[src/rtl/decrypt_packer_if.sv]
// rtl/decrypt_packer_if.sv - handshake/bus bundle between byte source, packer and word sink
//
// Purpose: groups the byte input, flush request, word output handshake and
//          status signals of decrypt_packer.
// Parameters: N (byte lane width), DEPTH (FIFO entries, sets level width).
// Modports:
//    master - byte source / word sink side: drives in_v, in_data, flush, out_ready
//    slave  - packer side: drives out_valid, out_data, out_keep, overflow, level, drop_cnt
interface decrypt_packer_if #(
   parameter int N     = 8,
   parameter int DEPTH = 4
);
   localparam int LW = $clog2(DEPTH) + 1;

   logic           in_v;
   logic [N-1:0]   in_data;
   logic           flush;
   logic           out_valid;
   logic           out_ready;
   logic [4*N-1:0] out_data;
   logic [3:0]     out_keep;
   logic           overflow;
   logic [LW-1:0]  level;
   logic [15:0]    drop_cnt;

   modport master (
      output in_v, in_data, flush, out_ready,
      input  out_valid, out_data, out_keep, overflow, level, drop_cnt
   );

   modport slave (
      input  in_v, in_data, flush, out_ready,
      output out_valid, out_data, out_keep, overflow, level, drop_cnt
   );
endinterface

[src/rtl/decrypt_packer.sv]
// rtl/decrypt_packer.sv - packs decrypted bytes into 4-lane words feeding an output FIFO
//
// Purpose: collects one byte per cycle into a 4-lane little-endian word, emits
//          full words or flushed partial words (with lane mask) into a FIFO of
//          DEPTH entries; drops words pushed into a full FIFO without a pop.
// Optional feature: define DECRYPT_PACKER_STATS_EN to build the saturating
//          drop counter; otherwise drop_cnt is tied to zero.
// Ports:
//    clock - rising-edge clock
//    rst   - asynchronous active-low reset
//    bus   - decrypt_packer_if slave modport (byte in, flush, word out, status)
module decrypt_packer #(
   parameter int N     = 8,
   parameter int DEPTH = 4
) (
   input  logic             clock,
   input  logic             rst,
   decrypt_packer_if.slave  bus
);
   localparam int AW = $clog2(DEPTH);
   localparam int LW = AW + 1;

   typedef enum logic [1:0] {EMPTY = 2'd0, ONE = 2'd1, TWO = 2'd2, THREE = 2'd3} cnt_e;

   cnt_e           cnt_q, cnt_d;
   logic [4*N-1:0] asm_q, asm_d;
   logic [4*N-1:0] lanes;
   logic           word_done;
   logic [3:0]     word_keep;
   logic [2:0]     n_lanes;

   // ---------------- lane counter FSM ----------------
   always_ff @(posedge clock or negedge rst) begin
      if (!rst) begin
         cnt_q <= EMPTY;
         asm_q <= '0;
      end else begin
         cnt_q <= cnt_d;
         asm_q <= asm_d;
      end
   end

   always_comb begin
      cnt_d = cnt_q;
      asm_d = lanes;
      if (word_done) begin
         cnt_d = EMPTY;
         asm_d = '0;   // keeps unused lanes of the next partial word at zero
      end else if (bus.in_v) begin
         cnt_d = cnt_e'(cnt_q + 2'd1);
      end
   end

   // The incoming byte is merged before completion so a flush in the same
   // cycle includes it.
   always_comb begin
      lanes = asm_q;
      if (bus.in_v) begin
         case (cnt_q)
            EMPTY:   lanes[N-1:0]     = bus.in_data;
            ONE:     lanes[2*N-1:N]   = bus.in_data;
            TWO:     lanes[3*N-1:2*N] = bus.in_data;
            default: lanes[4*N-1:3*N] = bus.in_data;
         endcase
      end
      n_lanes   = {1'b0, cnt_q} + {2'b00, bus.in_v};
      word_done = (bus.in_v && ((cnt_q == THREE) || bus.flush)) ||
                  (bus.flush && (cnt_q != EMPTY));
      case (n_lanes)
         3'd1:    word_keep = 4'b0001;
         3'd2:    word_keep = 4'b0011;
         3'd3:    word_keep = 4'b0111;
         3'd4:    word_keep = 4'b1111;
         default: word_keep = 4'b0000;
      endcase
   end

   // ---------------- output FIFO ----------------
   logic [4*N-1:0] mem_data_q [DEPTH];
   logic [3:0]     mem_keep_q [DEPTH];
   logic [AW-1:0]  wr_ptr_q, rd_ptr_q;
   logic [LW-1:0]  level_q, level_d;
   logic           overflow_q;
   logic           full, pop, push, drop;

   assign full  = (level_q == LW'(DEPTH));
   assign pop   = bus.out_valid && bus.out_ready;
   // A pop on the same edge frees the slot, so a full FIFO still accepts.
   assign push  = word_done && (!full || pop);
   assign drop  = word_done && full && !pop;

   always_comb begin
      level_d = level_q;
      case ({push, pop})
         2'b10:   level_d = level_q + LW'(1);
         2'b01:   level_d = level_q - LW'(1);
         default: level_d = level_q;
      endcase
   end

   always_ff @(posedge clock or negedge rst) begin
      if (!rst) begin
         wr_ptr_q   <= '0;
         rd_ptr_q   <= '0;
         level_q    <= '0;
         overflow_q <= 1'b0;
      end else begin
         if (push) wr_ptr_q <= wr_ptr_q + AW'(1);
         if (pop)  rd_ptr_q <= rd_ptr_q + AW'(1);
         level_q    <= level_d;
         overflow_q <= drop;
      end
   end

   // Storage needs no reset: contents are only visible through out_valid gating.
   always_ff @(posedge clock) begin
      if (push) begin
         mem_data_q[wr_ptr_q] <= lanes;
         mem_keep_q[wr_ptr_q] <= word_keep;
      end
   end

   assign bus.out_valid = (level_q != '0);
   assign bus.out_data  = bus.out_valid ? mem_data_q[rd_ptr_q] : '0;
   assign bus.out_keep  = bus.out_valid ? mem_keep_q[rd_ptr_q] : 4'b0000;
   assign bus.overflow  = overflow_q;
   assign bus.level     = level_q;

`ifdef DECRYPT_PACKER_STATS_EN
   logic [15:0] drop_cnt_q;

   always_ff @(posedge clock or negedge rst) begin
      if (!rst) begin
         drop_cnt_q <= '0;
      end else if (drop && (drop_cnt_q != 16'hFFFF)) begin
         drop_cnt_q <= drop_cnt_q + 16'd1;
      end
   end

   assign bus.drop_cnt = drop_cnt_q;
`else
   assign bus.drop_cnt = 16'h0000;
`endif

endmodule
[src/flat_wrapper.sv]
// flat-port wrapper written by rule: the top's interface ports become plain ports
module decrypt_packer_flat 
#(
   parameter int N     = 8,
   parameter int DEPTH = 4
)
  (clock, rst, bus_in_v, bus_in_data, bus_flush, bus_out_ready, bus_out_valid, bus_out_data, bus_out_keep, bus_overflow, bus_level, bus_drop_cnt);
  decrypt_packer_if #(.N(N), .DEPTH(DEPTH)) bus_i ();
  input  logic clock;
  input  logic rst;
  input wire logic [$bits(bus_i.in_v)-1:0] bus_in_v;
  input wire logic [$bits(bus_i.in_data)-1:0] bus_in_data;
  input wire logic [$bits(bus_i.flush)-1:0] bus_flush;
  input wire logic [$bits(bus_i.out_ready)-1:0] bus_out_ready;
  output wire logic [$bits(bus_i.out_valid)-1:0] bus_out_valid;
  output wire logic [$bits(bus_i.out_data)-1:0] bus_out_data;
  output wire logic [$bits(bus_i.out_keep)-1:0] bus_out_keep;
  output wire logic [$bits(bus_i.overflow)-1:0] bus_overflow;
  output wire logic [$bits(bus_i.level)-1:0] bus_level;
  output wire logic [$bits(bus_i.drop_cnt)-1:0] bus_drop_cnt;
  assign bus_i.in_v = bus_in_v;
  assign bus_i.in_data = bus_in_data;
  assign bus_i.flush = bus_flush;
  assign bus_i.out_ready = bus_out_ready;
  assign bus_out_valid = bus_i.out_valid;
  assign bus_out_data = bus_i.out_data;
  assign bus_out_keep = bus_i.out_keep;
  assign bus_overflow = bus_i.overflow;
  assign bus_level = bus_i.level;
  assign bus_drop_cnt = bus_i.drop_cnt;
  decrypt_packer #(.N(N), .DEPTH(DEPTH)) u_core (.clock(clock), .rst(rst), .bus(bus_i));
endmodule
[config.mk]
export PLATFORM = sky130hd
export DESIGN_NAME = decrypt_packer_flat
export DESIGN_NICKNAME = d
export VERILOG_FILES = /design/src/rtl/decrypt_packer_if.sv /design/src/rtl/decrypt_packer.sv /design/src/flat_wrapper.sv
export SDC_FILE = /design/constraint.sdc
export NUM_CORES = 1
export LEC_CHECK = 0
export CORE_AREA = 2 2 117 119
export DETAILED_ROUTE_END_ITERATION = 8
export DIE_AREA = 0 0 119 121
export GPL_TIMING_DRIVEN = 0
export PLACE_DENSITY = 0.81
export REMOVE_ABC_BUFFERS = 1
export SETUP_SLACK_MARGIN = 0.05
export SLEW_MARGIN = 40
export SYNTH_ARGS = -nofsm -noshare
export SYNTH_HDL_FRONTEND = slang
export SYNTH_SLANG_ARGS = --single-unit
[constraint.sdc]
create_clock -name clock -period 6 [get_ports clock]
set_input_delay 0.6 -clock clock [delete_from_list [all_inputs] [get_ports clock]]
set_output_delay 0.6 -clock clock [all_outputs]
set_load 0.02 [all_outputs]
After elaboration in Yosys (flattened, before gate mapping). Memory sizes are Yosys's and may differ from the RTL's. Index checks and enable logic that the tools add are counted.

Reductions and logical operators: 17. Add/sub/neg operators: 6. Mux-type cells: 14. Equality and inequality tests: 10.

Operators with widths (count): two-way mux 32 bit (3); two-way mux 8 bit (4); case mux 4 bit (4 select lines) (1); adder 2 x 1 -> 2 bit, second input constant (3); equality test 2 bit, second input constant (3); equality test 3 x 2 -> 1 bit, second input constant (2); equality test 3 bit, second input constant (2); logical AND 1 bit (6); case mux 3 bit (2 select lines) (1); nonzero test 2 bit (3); equality test 2 x 1 -> 1 bit, second input constant (2); two-way mux 2 bit (2); two-way mux 4 bit (1); adder 2 x 1 -> 3 bit (1); adder 3 x 1 -> 3 bit, second input constant (1); equality test 3 x 1 -> 1 bit, second input constant (1); logical OR 1 bit (3); nonzero test 3 bit (1); OR reduction 3 bit (1); subtractor 3 x 1 -> 3 bit, second input constant (1); logical NOT 1 bit (2); logical NOT 2 bit (1); two-way mux 1 bit (2).

Input bits: 13. Logic and storage cells: 55. Output and inout bits: 57. Memory bits (writable): 144. Register bits: 42. Memories kept: 2.

Memories: u_core.mem_data_q (words 4, width 32, read ports 1, clocked after Yosys merged registers in 0, write ports 1, line decrypt_packer.sv:79) `logic [4*N-1:0] mem_data_q [DEPTH];`; u_core.mem_keep_q (words 4, width 4, read ports 1, clocked after Yosys merged registers in 0, write ports 1, line decrypt_packer.sv:80) `logic [3:0] mem_keep_q [DEPTH];`.

Longest topological paths before layout. Gate-level depths: netlist of run 1.

Depth after elaboration: 7. Mapped depth: 11. Gate-level depth less buffers: 11.

Worst setup path after synthesis of run 1. Ideal clock, no wire load.

Path type: input port to flip-flop. Start: input port bus_in_v. End: memory u_core.mem_data_q[0][0] (netlist bit), enable pin. Arrival: 2.102 ns. Required time: 5.603 ns. Path slack: 3.501 ns. Stages on the path: 4. Setup time: 0.397 ns. Buffers on the path: 1. Cell sequence: buf_2 -> nor2b_4 -> nor3b_4 -> and2_1.

Cells in the longest elaborated chain, start to end: 5.

RTL lines: start, declared (line flat_wrapper.sv:11) `input wire logic [$bits(bus_i.in_v)-1:0] bus_in_v;`; logical AND 1 bit (line decrypt_packer.sv:67) `word_done = (bus.in_v && ((cnt_q == THREE) || bus.flush)) ||`; logical OR 1 bit (line decrypt_packer.sv:67); logical AND 1 bit (line decrypt_packer.sv:89) `assign push = word_done && (!full || pop);`; two-way mux 1 bit (line decrypt_packer.sv:117) `if (push) begin`; two-way mux 1 bit (implied by the code) (line decrypt_packer.sv:118) `mem_data_q[wr_ptr_q] <= lanes;`; end, declared (line decrypt_packer.sv:79).

Every way passes these cells.

Worst setup path after layout of run 1.
Start: register u_core.rd_ptr_q[0]. End: output port bus_out_data[28].

Cells in the longest elaborated chain, start to end: 2.

RTL lines: start, declared (line decrypt_packer.sv:81) `logic [AW-1:0] wr_ptr_q, rd_ptr_q;`; start signal, assigned (line decrypt_packer.sv:109) `if (pop) rd_ptr_q <= rd_ptr_q + AW'(1);`; memory (4 x 32 bit); two-way mux 32 bit (line decrypt_packer.sv:124) `assign bus.out_data = bus.out_valid ? mem_data_q[rd_ptr_q] : '0;`; end, declared (line flat_wrapper.sv:16) `output wire logic [$bits(bus_i.out_data)-1:0] bus_out_data;`.

Every way passes these cells.

==> impl_metrics.prom, run 1 <==
# TYPE chip_impl_metric gauge
chip_impl_metric{name="via_count",unit=""} 3719
chip_impl_metric{name="clock_sinks",unit=""} 186
chip_impl_info{name="layout_common_cells",value="edfxtp_1, clkdlybuf4s50_1, dfrtp_1"} 1
chip_impl_info{name="post_synth_main_area_contributors",value="edfxtp_1, dfrtp_1, mux4_2"} 1
chip_impl_metric{name="comb_power_share",unit="%"} 37.8
chip_impl_info{name="worstSetupEndpointType",value="output port"} 1
chip_impl_metric{name="drt_first_pass_iters",unit=""} 4
chip_impl_metric{name="postRouteWirelength",unit="um"} 13400
chip_impl_metric{name="timing.final.max_slew_violations",unit=""} 0
chip_impl_info{name="tritoncts",value="built"} 1
chip_impl_info{name="clockRootBuffer",value="clkbuf_16"} 1
chip_impl_info{name="critical_path.startpoint_type",value="flip-flop"} 1
chip_impl_metric{name="synth.yosys.warnings",unit=""} 0
chip_impl_metric{name="max-slew-margin-rel",unit="%"} 56.0
chip_impl_metric{name="std_cell_rows",unit=""} 42
chip_impl_info{name="timing.critical_path.cells",value="buf_12, mux4_2, and2_1, clkdlybuf4s50_1"} 1
chip_impl_metric{name="cp_max_fo",unit=""} 21
chip_impl_metric{name="clk-insertion-delay-late",unit="ns"} 0.43
chip_impl_metric{name="wl_on_met1",unit="um"} 5800
chip_impl_metric{name="cts_buffers",unit=""} 17
chip_impl_metric{name="grt_antenna_before_repair",unit=""} 0
chip_impl_metric{name="share_of_the_clock_period_used_by_the_worst_path_after_layout",unit="%"} 54.4
chip_impl_metric{name="post_dp_area",unit="sq mm"} 0.00846
chip_impl_info{name="crit_path_top_delay_cell",value="dfrtp_4"} 1
chip_impl_metric{name="post-synth-top-area-fraction",unit="%"} 56.3
chip_impl_metric{name="core_area",unit="sq mm"} 0.0131
chip_impl_metric{name="first_global_vias",unit=""} 3959
chip_impl_metric{name="htree_num_levels",unit=""} 4
chip_impl_metric{name="groute.usage.overall",unit="%"} 20.2
chip_impl_metric{name="area_delta_synth_final",unit="%"} 17.6
chip_impl_info{name="most_frequent_standard_cell_in_the_layout_excluding_fill_and_tap_cells",value="edfxtp_1"} 1
chip_impl_metric{name="count_of_unique_library_cells_instantiated_by_yosys",unit=""} 33
chip_impl_metric{name="timing.max_cap.violations",unit=""} 0
chip_impl_metric{name="number_of_setup_violations_in_the_final_report",unit=""} 0
chip_impl_metric{name="synth_area",unit="sq mm"} 0.00768
chip_impl_metric{name="synth_cells",unit=""} 420
chip_impl_metric{name="worst_ep_arrival_time",unit="ns"} 2.66
chip_impl_metric{name="worst-slew-pin-transition",unit="ns"} 0.661
chip_impl_metric{name="pwr_density_cell",unit="mW/mm^2"} 519
chip_impl_metric{name="postSynthRegisterBits",unit=""} 186
chip_impl_metric{name="design_area",unit="sq mm"} 0.00903
chip_impl_metric{name="first_iter_violations",unit=""} 224
chip_impl_info{name="rsz0062_at_grt",value="no"} 1
chip_impl_metric{name="initial_core_utilization",unit="%"} 58.7
chip_impl_metric{name="maxClockFrequency",unit="MHz"} 307
chip_impl_info{name="timing.critical_path.max_delay_family",value="buffers and inverters"} 1
chip_impl_metric{name="gpl.final_weighted_congestion",unit=""} 0.699
chip_impl_metric{name="timing.critical_path.slowest_cell_delay",unit="ns"} 0.72
chip_impl_metric{name="p_sw",unit="mW"} 1.47
chip_impl_info{name="holdCritPathClass",value="reg2reg"} 1
chip_impl_metric{name="worst-path-buf-inv",unit=""} 2
chip_impl_metric{name="peak_ir_drop_on_the_vdd_network",unit="V"} 0.000342
chip_impl_metric{name="post-cts-setup-buffer-count",unit=""} 0
chip_impl_metric{name="drive_gt1_share",unit="%"} 23.3
chip_impl_metric{name="clock_pin_transition_on_the_worst_setup_and_hold_timing_paths",unit="ns"} 0.07
chip_impl_metric{name="ioPinCount",unit=""} 70
chip_impl_metric{name="syn_avg_cell_area",unit="sq um"} 18.3
chip_impl_metric{name="die_width",unit="um"} 119
chip_impl_metric{name="grt_max_degree",unit=""} 40
chip_impl_metric{name="finClkSkew",unit="ns"} 0.00948
chip_impl_metric{name="fill_count",unit=""} 811
chip_impl_info{name="routed.top_layer",value="met4"} 1
chip_impl_metric{name="internal_power_summed_over_all_cells",unit="mW"} 3.22
chip_impl_metric{name="wl_per_cell",unit="um"} 19.9
chip_impl_metric{name="detailroute.wirelength.met2",unit="um"} 6980
chip_impl_info{name="outcome",value="complete, no violations"} 1
chip_impl_metric{name="share_clk_of_total_power",unit="%"} 22.5
chip_impl_metric{name="synth_seq_area_share",unit="%"} 70.0
chip_impl_metric{name="port_buffers",unit=""} 53
chip_impl_metric{name="p_leak",unit="nW"} 3.35
chip_impl_metric{name="final_net_count",unit=""} 510
chip_impl_metric{name="dp_hpwl",unit="um"} 7930
chip_impl_metric{name="report.final.hold_viol_count",unit=""} 0
chip_impl_metric{name="timing.critical_path.required",unit="ns"} 5.40
chip_impl_metric{name="timing.final.crit_period",unit="ns"} 3.26
chip_impl_metric{name="die_height",unit="um"} 121
chip_impl_metric{name="routed_via_density",unit=""} 5.53
chip_impl_metric{name="insertedDiodeCount",unit=""} 0
chip_impl_metric{name="met3RoutedLength",unit="um"} 408
chip_impl_metric{name="p_seq_share",unit="%"} 39.7
chip_impl_metric{name="clockBufferDepth",unit=""} 2
chip_impl_metric{name="final_antenna_net_count",unit=""} 0
chip_impl_metric{name="route.detailed.drc",unit=""} 0
chip_impl_metric{name="sw_frac_of_total",unit="%"} 31.4
chip_impl_metric{name="grt.overflow.total",unit=""} 0
chip_impl_metric{name="grt_pass1_wl",unit="um"} 21000
chip_impl_info{name="setup.worst_path.class",value="reg2out"} 1
chip_impl_info{name="synth_top_area_cell",value="edfxtp_1"} 1
chip_impl_metric{name="fin_setup_tns",unit="ns"} 0
chip_impl_metric{name="design.die.area",unit="sq mm"} 0.0144
==> cells in the mapped netlist <==
cell        n
or3_1       1
nor2_1      3
and2_1     41
nand3b_1    1
and3b_1     1
o21ai_0     4
nor3_1      1
xnor2_1     4
nor3b_4     1
mux2_4      1
clkbuf_1    7
inv_1      11
or4b_4      1
nand2_1     9
ha_1       12
buf_4      17
o21a_1      1
fa_1        1
a21oi_1     2
conb_1      1
nand3_1     1
buf_2       6
mux4_2     36
dfrtp_1    42
nor2b_4     1
mux2_2     29
nor3b_1     1
edfxtp_1  144
buf_6       2
a21oi_4     1
xor2_1      3
nor2b_1    31
mux2_1      3
==> metal layers <==
layer | vias up | track usage [%]
met5 | - | 0
li1 | 1653 | -
met2 | 98 | 34.1
met1 | 1947 | 25.8
met3 | 21 | 4.61
met4 | 0 | 8.04
==> registers in the layout, summed over array words and instances, names as in the netlist <==
| name | count |
|---|---|
| u_core.asm_q | 32 |
| u_core.cnt_q | 2 |
| u_core.rd_ptr_q | 2 |
| u_core.bus.level | 3 |
| u_core.mem_data_q | 128 |
| u_core.bus.overflow | 1 |
| u_core.wr_ptr_q | 2 |
| u_core.mem_keep_q | 16 |
==> logic make-up (layout without fill, tap and decap cells) <==
family	after synthesis	after routing	synth area share [%]
AND/OR/NAND/NOR	93	93	7.58
other	1	16	0.0488
AO/OA/AOI/OAI	8	8	0.701
XOR/XNOR	7	7	0.798
buffers and inverters	43	105	3.23
flip-flops	186	186	70.0
multiplexers	69	69	15.4
adder cells (fa/ha/maj)	13	13	2.22
==> power groups by stage <==
| stage | Combinational [mW] | Sequential (mW) | Clock (mW) |
|---|---|---|---|
| 2_1_floorplan | 1.03 | 1.92 | 0 |
| 3_3_place_gp | 1.62 | 1.97 | 0 |
| 3_5_place_dp | 1.79 | 1.89 | 0 |
| 4_1_cts | 1.80 | 1.87 | 1.07 |
| 5_1_grt | 1.90 | 1.89 | 1.12 |
| 6_report | 1.77 | 1.86 | 1.05 |
==> worst reg2reg max path, delay by kind of cell, from the launching register on <==
| family | cells | cell delay (ns) |
|---|---|---|
| xor+xnor | 2 | 0.28 |
| fa+ha+maj | 2 | 0.38 |
| buf+inv | 1 | 0.07 |
| flops | 1 | 0.42 |
| simple gates | 3 | 1.21 |
==> path summary, 6_finish.rpt <==
kind | depth (start not counted) | end | slack (ns) | start
worst max register to register | 8 | u_core.bus.level[2]$_DFFE_PN0P_ | 3.51 | u_core.bus.level[1]$_DFFE_PN0P_
worst min register to register | 1 | u_core.bus.level[2]$_DFFE_PN0P_ | 0.53 | u_core.bus.level[2]$_DFFE_PN0P_
worst min-delay path | 1 | u_core.bus.level[2]$_DFFE_PN0P_ | 0.53 | u_core.bus.level[2]$_DFFE_PN0P_
min in group asynchronous | 2 | u_core.wr_ptr_q[1]$_DFFE_PN0P_ | 0.55 | rst
max in group asynchronous | 3 | u_core.asm_q[0]$_DFF_PN0_ | 5.03 | rst
worst max-delay path | 4 | bus_out_data[28] | 2.74 | u_core.rd_ptr_q[0]$_DFFE_PN0P_
==> stage by stage <==
step / util (%) / instances / power [mW] / setup slack [ns] / hold WS, ns
global placement: 63.3 / 632 / 3.59 / 1.82 / 0.489
floorplan: - / 403 / 2.94 / 2.97 / 0.304
global route: 69.0 / 673 / 4.91 / 2.60 / 0.555
CTS: 69.0 / 673 / 4.74 / 2.68 / 0.525
detailed placement: 64.6 / 640 / 3.68 / 3.05 / 0.461
finish: 69.0 / 673 / 4.69 / 2.74 / 0.529
==> timing repair <==
| action | in CTS | in global routing |
|---|---|---|
| hold buffers | 1 | 0 |
| hold endpoints to repair | 1 | 0 |
| resized for setup | 0 | 0 |
==> area by class of cell <==
type                       count  area (sq um)  share of cell area, %
sequential                   186          5380                   59.6
multi-input combinational    206          2130                   23.6
timing repair buffer          62           693                   7.67
clock buffer                  20           447                   4.94
tap                          176           220                   2.44
clock inverter                12           119                   1.32
inverter                      11          41.3                  0.457
(Power assumes the default switching activity.)
==> run 2, diff against run 1 <==
--- a/config.mk
+++ b/config.mk
@@ -5,11 +5,11 @@
 export SDC_FILE = /design/constraint.sdc
 export NUM_CORES = 1
 export LEC_CHECK = 0
-export CORE_AREA = 2 2 117 119
+export CORE_AREA = 2 2 125 127
 export DETAILED_ROUTE_END_ITERATION = 8
-export DIE_AREA = 0 0 119 121
+export DIE_AREA = 0 0 127 129
 export GPL_TIMING_DRIVEN = 0
-export PLACE_DENSITY = 0.81
+export PLACE_DENSITY = 0.75
 export REMOVE_ABC_BUFFERS = 1
 export SETUP_SLACK_MARGIN = 0.05
 export SLEW_MARGIN = 40
==> constraint.sdc (replaced) <==
create_clock -name clock -period 2.7 [get_ports clock]
set_input_delay 0.27 -clock clock [delete_from_list [all_inputs] [get_ports clock]]
set_output_delay 0.27 -clock clock [all_outputs]
set_load 0.02 [all_outputs]
==> impl_metrics.prom, run 2 (synthesized netlist as in run 1, its figures left out) <==
# TYPE chip_impl_metric gauge
chip_impl_metric{name="fin_setup_tns",unit="ns"} 0
chip_impl_metric{name="final_antenna_net_count",unit=""} 0
chip_impl_metric{name="layout.core_utilization",unit="%"} 60.9
chip_impl_metric{name="clock_sinks",unit=""} 186
chip_impl_metric{name="cts_buffers",unit=""} 17
chip_impl_metric{name="die_width",unit="um"} 127
chip_impl_metric{name="post_dp_area",unit="sq mm"} 0.00849
chip_impl_metric{name="initial_core_utilization",unit="%"} 51.3
chip_impl_metric{name="cp_max_fo",unit=""} 21
chip_impl_metric{name="drive_gt1_share",unit="%"} 23.8
chip_impl_metric{name="peak_ir_drop_on_the_vdd_network",unit="V"} 0.000855
chip_impl_metric{name="report.final.hold_viol_count",unit=""} 0
chip_impl_info{name="tritoncts",value="built"} 1
chip_impl_info{name="most_frequent_standard_cell_in_the_layout_excluding_fill_and_tap_cells",value="edfxtp_1"} 1
chip_impl_metric{name="first_iter_violations",unit=""} 301
chip_impl_info{name="regToRegStartpoint",value="u_core.cnt_q[0]$_DFFE_PN0P_"} 1
chip_impl_info{name="rsz0062_at_grt",value="yes"} 1
chip_impl_metric{name="final_critical_path_setup_slack",unit="ns"} 0.0864
chip_impl_info{name="regMostFlops",value="u_core.mem_data_q"} 1
chip_impl_metric{name="grt_antenna_before_repair",unit=""} 0
chip_impl_info{name="worstSetupEndpointType",value="output port"} 1
chip_impl_metric{name="worst-slew-pin-transition",unit="ns"} 0.559
chip_impl_metric{name="max_ffs_per_register",unit=""} 128
chip_impl_metric{name="grt_max_degree",unit=""} 40
chip_impl_metric{name="port_buffers",unit=""} 53
chip_impl_metric{name="pwr_density_cell",unit="mW/mm^2"} 1160
chip_impl_metric{name="clk-insertion-delay-late",unit="ns"} 0.41
chip_impl_info{name="layout_common_cells",value="edfxtp_1, clkdlybuf4s50_1, dfrtp_1"} 1
chip_impl_metric{name="groute.usage.overall",unit="%"} 17.7
chip_impl_metric{name="grt_pass1_wl",unit="um"} 21500
chip_impl_metric{name="insertedDiodeCount",unit=""} 0
chip_impl_metric{name="total_power",unit="mW"} 10.6
chip_impl_metric{name="reg2regPathDepth",unit=""} 9
chip_impl_metric{name="finClkSkew",unit="ns"} 0.00761
chip_impl_metric{name="htree_num_levels",unit=""} 4
chip_impl_info{name="outcome",value="complete, no violations"} 1
chip_impl_metric{name="design_area",unit="sq mm"} 0.00912
chip_impl_info{name="setup.worst_path.class",value="reg2out"} 1
chip_impl_info{name="reg2reg_to",value="u_core.bus.level[1]$_DFFE_PN0P_"} 1
chip_impl_metric{name="sw_frac_of_total",unit="%"} 30.5
chip_impl_metric{name="max-slew-margin-rel",unit="%"} 62.6
chip_impl_metric{name="wl_per_cell",unit="um"} 19.8
chip_impl_metric{name="internal_power_summed_over_all_cells",unit="mW"} 7.35
chip_impl_metric{name="dp_hpwl",unit="um"} 8250
chip_impl_metric{name="routed_via_density",unit=""} 5.34
chip_impl_metric{name="clock_pin_transition_on_the_worst_setup_and_hold_timing_paths",unit="ns"} 0.06
chip_impl_info{name="critical_path.startpoint_type",value="flip-flop"} 1
chip_impl_metric{name="clockBufferDepth",unit=""} 2
chip_impl_info{name="holdCritPathClass",value="in2async"} 1
chip_impl_metric{name="dp.cells",unit=""} 652
chip_impl_metric{name="ioPinCount",unit=""} 70
chip_impl_metric{name="drt_first_pass_iters",unit=""} 4
chip_impl_metric{name="p_leak",unit="nW"} 3.42
chip_impl_metric{name="place_ws",unit="ns"} 0.0832
chip_impl_metric{name="timing.critical_path.required",unit="ns"} 2.43
chip_impl_metric{name="first_global_vias",unit=""} 4003
chip_impl_metric{name="comb_power_share",unit="%"} 38.3
chip_impl_metric{name="reg2reg_setup_slack",unit="ns"} 0.25
chip_impl_metric{name="fill_count",unit=""} 1062
chip_impl_metric{name="number_of_setup_violations_in_the_final_report",unit=""} 0
chip_impl_metric{name="final_net_count",unit=""} 513
chip_impl_metric{name="maxClockFrequency",unit="MHz"} 383
chip_impl_metric{name="timing.max_cap.violations",unit=""} 0
chip_impl_metric{name="design.die.area",unit="sq mm"} 0.0164
chip_impl_metric{name="area_delta_synth_final",unit="%"} 18.8
chip_impl_metric{name="share_of_the_clock_period_used_by_the_worst_path_after_layout",unit="%"} 96.8
chip_impl_metric{name="grt.overflow.total",unit=""} 0
chip_impl_info{name="clockRootBuffer",value="clkbuf_16"} 1
chip_impl_metric{name="fin_cells",unit=""} 687
chip_impl_metric{name="postRouteWirelength",unit="um"} 13600
chip_impl_metric{name="std_cell_rows",unit=""} 45
chip_impl_metric{name="via_count",unit=""} 3669
chip_impl_metric{name="share_clk_of_total_power",unit="%"} 23.0
chip_impl_metric{name="p_seq_share",unit="%"} 38.6
chip_impl_metric{name="p_sw",unit="mW"} 3.23
chip_impl_info{name="reg_top3",value="u_core.mem_data_q x128, u_core.asm_q x32, u_core.mem_keep_q x16"} 1
chip_impl_metric{name="worst_ep_arrival_time",unit="ns"} 2.34
chip_impl_metric{name="fin_hold_ws",unit="ns"} 0.198
chip_impl_metric{name="route.detailed.drc",unit=""} 0
chip_impl_metric{name="gpl.final_weighted_congestion",unit=""} 0.706
chip_impl_metric{name="core_area",unit="sq mm"} 0.0150
chip_impl_metric{name="timing.final.max_slew_violations",unit=""} 0
chip_impl_metric{name="timing.final.crit_period",unit="ns"} 2.61
chip_impl_metric{name="die_height",unit="um"} 129
## run 2: layout make-up
| class | instances | area (sq um) | area share [%] |
|---|---|---|---|
| repair buffers | 65 | 736 | 8.06 |
| flip-flops and latches | 186 | 5380 | 59.0 |
| inverters | 11 | 41.3 | 0.453 |
| multi-input cells | 206 | 2140 | 23.4 |
| well taps | 188 | 235 | 2.58 |
| clock inverters | 13 | 153 | 1.67 |
| clock buffers | 18 | 439 | 4.81 |
## run 2: repair_timing
item | 4_1_cts | 5_1_grt
endpoints found under the hold margin | 42 | 0
hold buffers | 1 | 0
setup endpoints to repair | 37 | 16
resized for setup | 1 | 3
setup buffers | 3 | 0
pin swaps | 0 | 0
## run 2: worst max-delay path by stage
stage,end,slack (ns),startpoint,cells after the start
floorplan,bus_out_data[0],-0.0005,u_core.rd_ptr_q[0]$_DFFE_PN0P_,2
global placement,bus_out_data[7],-1.22,u_core.rd_ptr_q[0]$_DFFE_PN0P_,3
detailed placement,u_core.bus.level[1]$_DFFE_PN0P_,0.08,bus_in_v,8
CTS,bus_out_data[22],0.04,u_core.rd_ptr_q[0]$_DFFE_PN0P_,4
global route,bus_out_data[22],0.006,u_core.rd_ptr_q[0]$_DFFE_PN0P_,4
finish,bus_out_data[22],0.09,u_core.rd_ptr_q[0]$_DFFE_PN0P_,4
## run 2: power by group through the flow
stage / Sequential [mW] / Combinational [mW] / Clock, mW
after global placement: 4.39 / 3.62 / 0
after detailed placement: 4.23 / 4.00 / 0
after floorplan: 4.26 / 2.28 / 0
after global routing: 4.14 / 4.36 / 2.59
final: 4.09 / 4.06 / 2.44
after CTS: 4.09 / 4.15 / 2.48
## run 2: critical path, stage by stage, from the launching register on
cell	delay (ns)
dfrtp_4	0.45
buf_12	0.22
mux4_2	0.55
and2_1	0.18
clkdlybuf4s50_1	0.53
## run 2: metal layers
metal	global-route usage, %	share of wire [%]	vias up	wire length (um)
met5	0	0	-	0
met4	6.14	1.5	0	205
met3	3.41	3.5	16	481
met1	21.7	41	1887	5580
li1	-	-	1669	-
met2	31.7	54	97	7350
==> run 3, diff against run 2 <==
--- a/config.mk
+++ b/config.mk
@@ -5,9 +5,10 @@
 export SDC_FILE = /design/constraint.sdc
 export NUM_CORES = 1
 export LEC_CHECK = 0
-export CORE_AREA = 2 2 125 127
+export CAP_MARGIN = 0
+export CORE_AREA = 10 10 133 135
 export DETAILED_ROUTE_END_ITERATION = 8
-export DIE_AREA = 0 0 127 129
+export DIE_AREA = 0 0 143 145
 export GPL_TIMING_DRIVEN = 0
 export PLACE_DENSITY = 0.75
 export REMOVE_ABC_BUFFERS = 1
==> impl_metrics.prom, run 3 (synthesized netlist as in run 1, its figures left out) <==
# TYPE chip_impl_metric gauge
chip_impl_metric{name="reg2regPathDepth",unit=""} 11
chip_impl_metric{name="fin_hold_ws",unit="ns"} 0.307
chip_impl_metric{name="area_delta_synth_final",unit="%"} 20.2
chip_impl_metric{name="htree_num_levels",unit=""} 4
chip_impl_metric{name="final_net_count",unit=""} 512
chip_impl_metric{name="first_iter_violations",unit=""} 220
chip_impl_metric{name="finClkSkew",unit="ns"} 0.00645
chip_impl_metric{name="post_dp_area",unit="sq mm"} 0.00849
chip_impl_metric{name="gpl.final_weighted_congestion",unit=""} 0.735
chip_impl_info{name="reg_top3",value="u_core.mem_data_q x128, u_core.asm_q x32, u_core.mem_keep_q x16"} 1
chip_impl_info{name="global_route.peak_usage_layer",value="met2"} 1
chip_impl_metric{name="core_area",unit="sq mm"} 0.0150
chip_impl_info{name="layout_common_cells",value="edfxtp_1, dfrtp_1, and2_1"} 1
chip_impl_metric{name="grt_pass1_wl",unit="um"} 23100
chip_impl_metric{name="cp_max_fo",unit=""} 15
chip_impl_metric{name="design_area",unit="sq mm"} 0.00923
chip_impl_metric{name="share_of_the_clock_period_used_by_the_worst_path_after_layout",unit="%"} 95.5
chip_impl_info{name="setup.worst_path.class",value="reg2out"} 1
chip_impl_metric{name="worst_ep_arrival_time",unit="ns"} 2.31
chip_impl_metric{name="groute.layer.met2.usage",unit="%"} 25.0
chip_impl_metric{name="peak_ir_drop_on_the_vdd_network",unit="V"} 0.000796
chip_impl_info{name="critical_path.startpoint_type",value="flip-flop"} 1
chip_impl_metric{name="cts_buffers",unit=""} 17
chip_impl_metric{name="layout.core_utilization",unit="%"} 61.4
chip_impl_metric{name="worst-slew-pin-transition",unit="ns"} 0.570
chip_impl_metric{name="drive_gt1_share",unit="%"} 23.8
chip_impl_metric{name="number_of_setup_violations_in_the_final_report",unit=""} 0
chip_impl_info{name="crit_path_top_delay_cell",value="clkdlybuf4s50_1"} 1
chip_impl_info{name="outcome",value="complete, no violations"} 1
chip_impl_metric{name="via_count",unit=""} 3716
chip_impl_metric{name="postRouteWirelength",unit="um"} 14400
chip_impl_metric{name="timing.critical_path.slowest_cell_delay",unit="ns"} 0.53
chip_impl_info{name="most_frequent_standard_cell_in_the_layout_excluding_fill_and_tap_cells",value="edfxtp_1"} 1
chip_impl_metric{name="clock_pin_transition_on_the_worst_setup_and_hold_timing_paths",unit="ns"} 0.06
chip_impl_metric{name="use_met3",unit="%"} 4.01
chip_impl_metric{name="use_met1",unit="%"} 17.3
chip_impl_metric{name="initial_core_utilization",unit="%"} 51.1
chip_impl_info{name="clockRootBuffer",value="clkbuf_16"} 1
chip_impl_metric{name="dp_hpwl",unit="um"} 8810
chip_impl_metric{name="timing.critical_path.required",unit="ns"} 2.43
chip_impl_metric{name="reg2reg_setup_slack",unit="ns"} 0.26
chip_impl_metric{name="insertedDiodeCount",unit=""} 0
chip_impl_info{name="timing.critical_path.cells",value="buf_12, mux4_2, and2_1, clkdlybuf4s50_1"} 1
chip_impl_info{name="holdCritPathClass",value="in2async"} 1
chip_impl_metric{name="groute.usage.overall",unit="%"} 14.7
chip_impl_info{name="tritoncts",value="built"} 1
chip_impl_info{name="rsz0062_at_grt",value="no"} 1
chip_impl_metric{name="timing.final.crit_period",unit="ns"} 2.58
chip_impl_metric{name="die_height",unit="um"} 145
chip_impl_metric{name="grt.overflow.total",unit=""} 0
chip_impl_metric{name="route.detailed.drc",unit=""} 0
chip_impl_metric{name="dp.cells",unit=""} 652
chip_impl_metric{name="max-slew-margin-rel",unit="%"} 61.9
chip_impl_metric{name="max_ffs_per_register",unit=""} 128
chip_impl_metric{name="fill_count",unit=""} 1054
chip_impl_metric{name="pwr_density_cell",unit="mW/mm^2"} 1170
chip_impl_metric{name="grt_max_degree",unit=""} 40
chip_impl_metric{name="design.die.area",unit="sq mm"} 0.0207
chip_impl_metric{name="ioPinCount",unit=""} 70
chip_impl_metric{name="total_power",unit="mW"} 10.8
chip_impl_metric{name="p_leak",unit="nW"} 3.63
chip_impl_metric{name="std_cell_rows",unit=""} 45
chip_impl_metric{name="fin_cells",unit=""} 687
chip_impl_metric{name="clk-insertion-delay-late",unit="ns"} 0.42
chip_impl_metric{name="drt_first_pass_iters",unit=""} 5
chip_impl_metric{name="port_buffers",unit=""} 53
chip_impl_metric{name="maxClockFrequency",unit="MHz"} 388
chip_impl_metric{name="first_global_vias",unit=""} 4151
chip_impl_info{name="regToRegStartpoint",value="u_core.cnt_q[0]$_DFFE_PN0P_"} 1
chip_impl_metric{name="grt_antenna_before_repair",unit=""} 0
chip_impl_info{name="worstSetupEndpointType",value="output port"} 1
chip_impl_metric{name="clockBufferDepth",unit=""} 2
chip_impl_metric{name="timing.max_cap.violations",unit=""} 0
chip_impl_info{name="regMostFlops",value="u_core.mem_data_q"} 1
chip_impl_metric{name="routed_via_density",unit=""} 5.41
chip_impl_metric{name="die_width",unit="um"} 143
chip_impl_metric{name="wl_per_cell",unit="um"} 20.9
chip_impl_metric{name="clock_sinks",unit=""} 186
chip_impl_metric{name="final_antenna_net_count",unit=""} 0
chip_impl_info{name="reg2reg_to",value="u_core.bus.level[2]$_DFFE_PN0P_"} 1
chip_impl_metric{name="report.final.hold_viol_count",unit=""} 0
chip_impl_metric{name="timing.final.max_slew_violations",unit=""} 0
## run 3: worst max-delay path by stage
stage | slack, ns | cells after the start | endpoint | startpoint
2_1_floorplan | -0.0005 | 2 | bus_out_data[0] | u_core.rd_ptr_q[0]$_DFFE_PN0P_
5_1_grt | 0.05 | 4 | bus_out_data[14] | u_core.rd_ptr_q[0]$_DFFE_PN0P_
4_1_cts | 0.03 | 4 | bus_out_data[12] | u_core.rd_ptr_q[0]$_DFFE_PN0P_
3_3_place_gp | -1.23 | 3 | bus_out_data[4] | u_core.rd_ptr_q[0]$_DFFE_PN0P_
3_5_place_dp | 0.09 | 4 | bus_out_data[12] | u_core.rd_ptr_q[0]$_DFFE_PN0P_
6_report | 0.12 | 4 | bus_out_data[6] | u_core.rd_ptr_q[0]$_DFFE_PN0P_
## run 3: timing repair
item,CTS,global route
setup endpoints to repair,36,19
endpoints found under the hold margin,20,0
hold buffers,1,0
setup buffers,2,0
gates resized for setup,2,19
## run 3: layout make-up
class | instances | area [sq um] | share of cell area, %
Clock inverter | 12 | 171 | 1.86
Inverter | 11 | 41.3 | 0.447
Timing Repair Buffer | 64 | 807 | 8.74
Tap cell | 188 | 235 | 2.55
Sequential cell | 186 | 5380 | 58.3
Multi-Input combinational cell | 206 | 2140 | 23.1
Clock buffer | 20 | 457 | 4.95
## run 3: through the flow
stage | setup TNS, ns | setup WS [ns]
final | 0 | 0.121
after global routing | 0 | 0.0505
after CTS | 0 | 0.0319
after detailed placement | 0 | 0.0906
after global placement | -176.78 | -1.23
after floorplan | -0.0171 | -0.000474
## run 3: where the power goes
| part | internal, mW | total, mW | switching, mW |
|---|---|---|---|
| combinational | 2.02 | 4.08 | 2.06 |
| sequential | 3.86 | 4.10 | 0.240 |
| clock | 1.59 | 2.58 | 0.983 |
| total | 7.48 | 10.8 | 3.28 |
## run 3: worst max-delay path, delay by kind of cell (launching register included)
| family | cells | cell delay [ns] |
|---|---|---|
| simple gates | 1 | 0.17 |
| flops | 1 | 0.48 |
| mux | 1 | 0.50 |
| buf+inv | 2 | 0.73 |
## run 3: metal layers
layer	routed length (um)	share of wire, %
met2	7530	52
met1	5900	41
met5	0	0
met4	269	1.9
met3	695	4.8
